$ cat src/rtl/uart_imem_loader.sv
// uart_imem_loader
//   Boot loader placed in front of the processor's instruction memory.
//   A program image arrives over an 8N1 UART line as a 4-byte little-endian
//   length header N followed by N little-endian 32-bit words. Each word is
//   written to imem through a one-cycle write strobe. The processor core is
//   held in reset until the last word has been written.
//
// Ports
//   clk       in   system clock, all logic on posedge
//   rst       in   asynchronous reset, active-low
//   rxd       in   UART receive line (asynchronous, idle high, LSB first)
//   mem_addr  out  imem word index of the current write
//   mem_data  out  word to write
//   mem_we    out  one-cycle write strobe
//   proc_rst  out  active-high reset for the processor core
//   done      out  image fully loaded (sticky)
//   err       out  framing or length error (sticky)
//   word_cnt  out  number of words written so far
//
// Handshake: there is no back-pressure anywhere. The receiver produces a
// one-cycle byte_valid (or frame_err) pulse per character, and the loader
// must consume it in that cycle; mem_we is likewise a fire-and-forget pulse
// with mem_addr/mem_data valid only while it is high.
//
// The two FSM state registers (rx_state, ld_state) are plain named enums so
// they can be probed hierarchically.

module uart_imem_loader #(
    parameter int CLKS_PER_BIT = 868,
    parameter int WORD         = 4096
) (
    input  logic        clk,
    input  logic        rst,
    input  logic        rxd,
    output logic [31:0] mem_addr,
    output logic [31:0] mem_data,
    output logic        mem_we,
    output logic        proc_rst,
    output logic        done,
    output logic        err,
    output logic [31:0] word_cnt
);

    // Timers count down to zero, so load one less than the wanted interval.
    localparam logic [15:0] HALF_M1 = 16'(CLKS_PER_BIT / 2 - 1);
    localparam logic [15:0] FULL_M1 = 16'(CLKS_PER_BIT - 1);
    localparam logic [31:0] MAX_LEN = 32'(WORD);

    typedef enum logic [1:0] {R_IDLE, R_START, R_DATA, R_STOP} rx_state_t;
    typedef enum logic [1:0] {L_LEN, L_DATA, L_DONE, L_ERR} ld_state_t;

    rx_state_t   rx_state;
    ld_state_t   ld_state;

    logic        rxd_s1;
    logic        rxd_s2;
    logic        rxd_prev;
    logic [15:0] bit_tmr;
    logic [2:0]  bit_idx;
    logic [7:0]  shreg;
    logic [7:0]  rx_byte;
    logic        byte_valid;
    logic        frame_err;

    logic [1:0]  bidx;
    logic [31:0] acc;
    logic [31:0] asm_word;
    logic [31:0] img_len;

    // Two-flop synchronizer plus one delay stage for falling-edge detection.
    always_ff @(posedge clk or negedge rst) begin
        if (!rst) begin
            rxd_s1   <= 1'b1;
            rxd_s2   <= 1'b1;
            rxd_prev <= 1'b1;
        end else begin
            rxd_s1   <= rxd;
            rxd_s2   <= rxd_s1;
            rxd_prev <= rxd_s2;
        end
    end

    // UART receiver. Sampling points sit mid-bit: half a bit after the
    // detected start edge, then every full bit period.
    always_ff @(posedge clk or negedge rst) begin
        if (!rst) begin
            rx_state   <= R_IDLE;
            bit_tmr    <= '0;
            bit_idx    <= '0;
            shreg      <= '0;
            rx_byte    <= '0;
            byte_valid <= 1'b0;
            frame_err  <= 1'b0;
        end else begin
            byte_valid <= 1'b0;
            frame_err  <= 1'b0;
            case (rx_state)
                R_IDLE: begin
                    if (rxd_prev && !rxd_s2) begin
                        rx_state <= R_START;
                        bit_tmr  <= HALF_M1;
                    end
                end
                R_START: begin
                    if (bit_tmr != 16'd0) begin
                        bit_tmr <= bit_tmr - 16'd1;
                    end else if (!rxd_s2) begin
                        rx_state <= R_DATA;
                        bit_tmr  <= FULL_M1;
                        bit_idx  <= '0;
                    end else begin
                        // Line went back high: a glitch, not a start bit.
                        rx_state <= R_IDLE;
                    end
                end
                R_DATA: begin
                    if (bit_tmr != 16'd0) begin
                        bit_tmr <= bit_tmr - 16'd1;
                    end else begin
                        shreg   <= {rxd_s2, shreg[7:1]};
                        bit_tmr <= FULL_M1;
                        if (bit_idx == 3'd7) begin
                            rx_state <= R_STOP;
                        end else begin
                            bit_idx <= bit_idx + 3'd1;
                        end
                    end
                end
                R_STOP: begin
                    if (bit_tmr != 16'd0) begin
                        bit_tmr <= bit_tmr - 16'd1;
                    end else begin
                        if (rxd_s2) begin
                            byte_valid <= 1'b1;
                            rx_byte    <= shreg;
                        end else begin
                            frame_err <= 1'b1;
                        end
                        // Returning mid stop bit leaves time to catch a
                        // back-to-back start edge.
                        rx_state <= R_IDLE;
                    end
                end
                default: rx_state <= R_IDLE;
            endcase
        end
    end

    // Accumulator with the incoming byte dropped into lane bidx; shared by
    // the length header and the data words.
    always_comb begin
        asm_word = acc;
        asm_word[{bidx, 3'b000} +: 8] = rx_byte;
    end

    // Loader FSM.
    always_ff @(posedge clk or negedge rst) begin
        if (!rst) begin
            ld_state <= L_LEN;
            bidx     <= '0;
            acc      <= '0;
            img_len  <= '0;
            mem_addr <= '0;
            mem_data <= '0;
            mem_we   <= 1'b0;
            word_cnt <= '0;
            proc_rst <= 1'b1;
            done     <= 1'b0;
            err      <= 1'b0;
        end else begin
            mem_we <= 1'b0;
            case (ld_state)
                L_LEN: begin
                    if (frame_err) begin
                        ld_state <= L_ERR;
                        err      <= 1'b1;
                    end else if (byte_valid) begin
                        acc  <= asm_word;
                        bidx <= bidx + 2'd1;
                        if (bidx == 2'd3) begin
                            if (asm_word == 32'd0) begin
                                ld_state <= L_DONE;
                                done     <= 1'b1;
                                proc_rst <= 1'b0;
                            end else if (asm_word > MAX_LEN) begin
                                ld_state <= L_ERR;
                                err      <= 1'b1;
                            end else begin
                                ld_state <= L_DATA;
                                img_len  <= asm_word;
                            end
                        end
                    end
                end
                L_DATA: begin
                    if (frame_err) begin
                        ld_state <= L_ERR;
                        err      <= 1'b1;
                    end else if (mem_we && word_cnt == img_len) begin
                        // word_cnt already counts the write now on the bus.
                        ld_state <= L_DONE;
                        done     <= 1'b1;
                        proc_rst <= 1'b0;
                    end else if (byte_valid) begin
                        acc  <= asm_word;
                        bidx <= bidx + 2'd1;
                        if (bidx == 2'd3) begin
                            mem_we   <= 1'b1;
                            mem_addr <= word_cnt;
                            mem_data <= asm_word;
                            word_cnt <= word_cnt + 32'd1;
                        end
                    end
                end
                L_DONE: begin
                    done     <= 1'b1;
                    proc_rst <= 1'b0;
                end
                L_ERR: begin
                    err      <= 1'b1;
                    proc_rst <= 1'b1;
                end
                default: ld_state <= L_ERR;
            endcase
        end
    end

endmodule

$ cat config.mk
export PLATFORM = sky130hd
export DESIGN_NAME = uart_imem_loader
export DESIGN_NICKNAME = d
export VERILOG_FILES = /design/src/rtl/uart_imem_loader.sv
export SDC_FILE = /design/constraint.sdc
export NUM_CORES = 1
export LEC_CHECK = 0
export ABC_AREA = 1
export BUFFER_PORTS_ARGS = -buffer_cell sky130_fd_sc_hd__buf_2
export CORE_UTILIZATION = 45
export DETAILED_ROUTE_END_ITERATION = 16
export PLACE_DENSITY = 0.62
export SLEW_MARGIN = 5
export SYNTH_ARGS = -nofsm -noshare
export SYNTH_HDL_FRONTEND = slang
export SYNTH_SLANG_ARGS = --single-unit
$ cat constraint.sdc
create_clock -name clk -period 3.9 [get_ports clk]
set_input_delay 0.195 -clock clk [delete_from_list [all_inputs] [get_ports clk]]
set_output_delay 0.195 -clock clk [all_outputs]
set_load 0.005 [all_outputs]
Word level (Yosys, flattened, before mapping) --
Index checks and enable logic that the tools add are counted.
Word-level totals: latch bits 0, bits in read-only memories 0, memories 0, register bits after elaboration 210, input port bits 3, output and inout bits 100, bits in writable memories 0
Cells by class: add/sub/neg operators 5, reduce and logical (&&, ||, !) cells 23, shift operators 2, bitwise logic cells 5, multipliers 0, mux-type cells 69, $lt $le $gt $ge 1, divide/modulo/power cells 0, eq/ne operators 31
Operator list (count):
- 2-to-1 mux 32 bit | 4
- 2-to-1 mux 16 bit | 5
- one-hot mux 16 bit (4 select lines) | 1
- one-hot mux 32 bit (2 select lines) | 1
- 2-to-1 mux 2 bit | 17
- adder 32 x 1 -> 32 bit, second input constant | 1
- bitwise mux 32 bit | 1
- == test 32 bit | 1
- > comparator 32 x 13 -> 1 bit, second input constant | 1
- zero test 32 bit | 1
- != test 2 bit, second input constant | 16
- variable shift 8 x 7 -> 32 bit, first input constant | 1
- indexed part select 8 x 7 -> 32 bit | 1
- 2-to-1 mux 1 bit | 29
- != test 3 bit, second input constant | 6
- AND reduction 6 bit | 3
- nonzero test 16 bit | 1
- subtractor 16 x 1 -> 16 bit, second input constant | 1
- AND reduction 5 bit | 3
- 2-to-1 mux 3 bit | 4
- == test 2 bit, second input constant | 5
- one-hot mux 2 bit (2 select lines) | 2
- one-hot mux 2 bit (4 select lines) | 1
- AND reduction 4 bit | 2
- 17 further kinds | 28

Logic depth before layout (Yosys ltp) --
word-level depth 10, mapped depth 17, depth with buffers taken out 16

Worst setup path before layout --
Ideal clock, no wire load.
path type reg2reg, from register bidx[0], to register img_len[3], stages on the path, launching flop included 15, buffers on the path 2, arrival 2.214 ns, data required time 3.782 ns, period minus slack after synthesis 2.332 ns, path slack 1.568 ns, cell sequence dfrtp_1 > buf_4 > inv_1 > ha_1 > nand2_1 > inv_1 > nand3_1 > nand2_1 > nor2_1 > nand4_1 > nor2_4 > nand4_4 > buf_4 > nand2_1 > nand2_1
Between the ends: word-level cells in the longest chain between the ends 6, elaborated cells between the ends (all ways) 10, classes of those cells 1 x add/sub; 1 x order compare; 1 x eq/ne; 2 x shift; 1 x mux; 2 x bitwise; 2 x reduce/logical
Ends and longest elaborated chain:
- start, declared | line 65 | logic [1:0] bidx;
- start signal, assigned | line 179 | bidx <= bidx + 2'd1;
- start signal, assigned | line 206 | bidx <= bidx + 2'd1;
- negation 5 -> 7 bit | line 153 | asm_word[{bidx, 3'b000} +: 8] = rx_byte;
- indexed part select 8 x 7 -> 32 bit or variable shift 8 x 7 -> 32 bit (tied branches) | line 153
- bitwise mux 32 bit | line 153
- > comparator 32 x 13 -> 1 bit or zero test 32 bit (tied branches) | line 185, 181
- NOT 1 bit (no line)
- AND reduction 6 bit (no line)
- end signal, assigned | line 190 | img_len <= asm_word;
- end, declared | line 68 | logic [31:0] img_len;
Parallel ways exist; a longest one is shown, timed or not. A chain may end at the register's enable or synchronous reset.

Final worst setup path --
from register bidx[0], to register img_len[26]
Same word-level chain as after synthesis.

==> flow_summary.toml <==
[run_status]
status = "finished, final reports clean"

[timing]
slew_violations = 0
relSlewSlack = 0.426
skew_ps = 21.9
worstMarginPinSlew_ps = 861
tns_ps = 0
hold_viol = 0
fin_crit_sh = 0.805
fmax_mhz = 318
fin_crit_ps = 3140
setup_violations = 0
rsz0062_at_grt = "false"
whs_ps = 302

[layout]
post_route_cells_drive_above_1_share = 0.128
final_common_cell = "nand2_1"
antennaDiodeCount = 0
utilization = 0.525
area_growth_pct = 13.9
fin_area_sq_um = 12400
layout_common_cells = "473 x nand2_1, 206 x dfrtp_1, 144 x inv_1, 144 x o21ai_0, 124 x nor2_1"
final_nets = 1521

[routing]
detail_route.wl_per_cell_microns = 14.9
first_pass_iters = 5
routed_via_density = 5.00
drc = 0
routed-via-count = 9189
drt_iter0_drc = 766
wl_microns = 27300
ant_nets = 0

[floorplan]
die_x_microns = 157
io_pins = 103
die-height_microns = 157
start_util = 0.461
row_count = 56
die_area_sq_um = 24700
fp.coreArea_sq_um = 23500

[critical_path]
cp.depth = 12
worstPathRequired_ps = 4300
cp_top_family = "simple AND/OR/NAND/NOR gates"
crit_fanout = 32
path_buf_inv = 3
crit_arrival_ps = 3540
worstSetupPathType = "reg2reg"
cp_slowest_cell = "dfrtp_1"
worstPathCellList = "inv_1 -> ha_1 -> nand2_1 -> inv_1 -> nand3_1 -> nand2_1 -> nor2_1 -> nand4_1 -> nor2_4 -> nand4_4 -> nand2_1 -> inv_1"
end_kind = "register"
startpoint_type = "register"
cpPeakStageDelay_ps = 610
reg2regPathDepth = 12

[logic_synthesis]
yosys_warnings = 0
syn_inst = 1410
avgSynthCellArea_sq_um = 7.69
yosysUniqueCellTypes = 41
synth_nets = 1429
synthTopCellsByArea = "dfrtp_1 48%, nand2_1 16%, o21ai_0 6.6%"
yosys.area.top_type = "dfrtp_1"
synth_area_sq_um = 10800
synth-seq-area-share = 0.485
synth_top_area_frac = 0.475
ys_seq_elements = 210

[placed_design]
hpwl_microns = 19100
place_area_sq_um = 11600
gp_congestion = 0.908
io_buffers = 102

[clocking]
cts.sinks = 210
htree_num_levels = 1
clk_pin_slew_ps = 60
cts_resized = 0
postCtsSetupBuffers = 0
cts_made_buffers = 23
cts_root_buffer = "clkbuf_16"
cts_tree = "built"
clockBufferDepth = 3
ctsHoldBuffers = 2
clk_latency_ps = 530

[pwr]
irDropWorstVdd_v = 0.000441
p_total_mw = 5.08
p_leak_nw = 6.60
p_per_area_nw_per_um2 = 411

[global_routing]
grt_antenna_before_repair = 0
gr-total-overflow = 0
grt_max_degree = 105
grt_pass1_vias = 8726
grt.total_usage = 0.228
grt_pass1_wl_microns = 44900

[job]
max_cap_viol_count = 0

[hold_path]
hp-class = "in2async"
==> sequential cells by signal, indices dropped and copies added, names as in the netlist, 2 cells and up, named ones only <==
signal and cells:
bit_idx 3, mem_data 32, mem_addr 32, rx_byte 8, img_len 32, acc 32
word_cnt 32, bidx 2, bit_tmr 16, ld_state 2, shreg 8
==> cells in the mapped netlist, drive strengths merged <==
cell type	n
ha	16
clkinv	1
xor2	36
a31oi	1
o21ai	152
nor2	137
xnor2	9
nand2	480
a21oi	16
o21bai	9
or2	1
dfstp	4
nor3	31
nor3b	2
o22ai	2
buf	34
o221ai	1
inv	156
clkbuf	16
nand3b	1
dfrtp	206
nand4	30
nand3	66
a21boi	1
nor4	1
a2bb2oi	1
==> logic make-up (layout without fill, tap and decap cells) <==
group	count (synthesis)	count (layout)	synth area share
AND/OR/NAND/NOR	749	749	0.290
flip-flops	210	210	0.485
buffers and inverters	207	315	0.0811
AO/OA/AOI/OAI	183	183	0.0895
XOR/XNOR	45	45	0.0363
adder cells (fa/ha/maj)	16	16	0.0185
==> worst paths after layout <==
check                              from            to  slack, ps
worst max-delay path            bidx[0]   img_len[26]        760
worst min register to register   rxd_s1        rxd_s2        350
worst min-delay path                rst  mem_data[29]        300
max in group asynchronous           rst  mem_addr[14]       2630
min in group clk                    rxd        rxd_s1        330
worst max register to register  bidx[0]   img_len[26]        760
==> through the flow <==
step,cells,setup slack (ps)
global placement,1794,971
finish,1837,760
CTS,1837,781
floorplan,1410,1570
detailed placement,1794,833
global route,1837,419
==> cell type report <==
class | instances | area [sq um]
Multi-Input combinational cell | 993 | 4710
Sequential cell | 210 | 5260
Clock inverter | 7 | 80.1
Inverter | 157 | 589
Tap cell | 319 | 399
Fill cell | 2311 | 11200
Clock buffer | 34 | 657
Timing Repair Buffer | 117 | 662
==> where the power goes <==
group	total, mW	internal (mW)	switching (mW)
registers	2.30	2.25	0.0552
logic	0.643	0.202	0.441
clock network	2.13	1.24	0.893
==> per-layer routing <==
metal / global-route usage / vias up / part of all wire
li1: - / 4612 / -
met1: 0.326 / 4344 / 0.48
met2: 0.365 / 202 / 0.45
met3: 0.0336 / 31 / 0.049
met4: 0.0513 / 0 / 0.017
met5: 0 / - / 0
No activity file was read; power rests on OpenSTA's default activity.
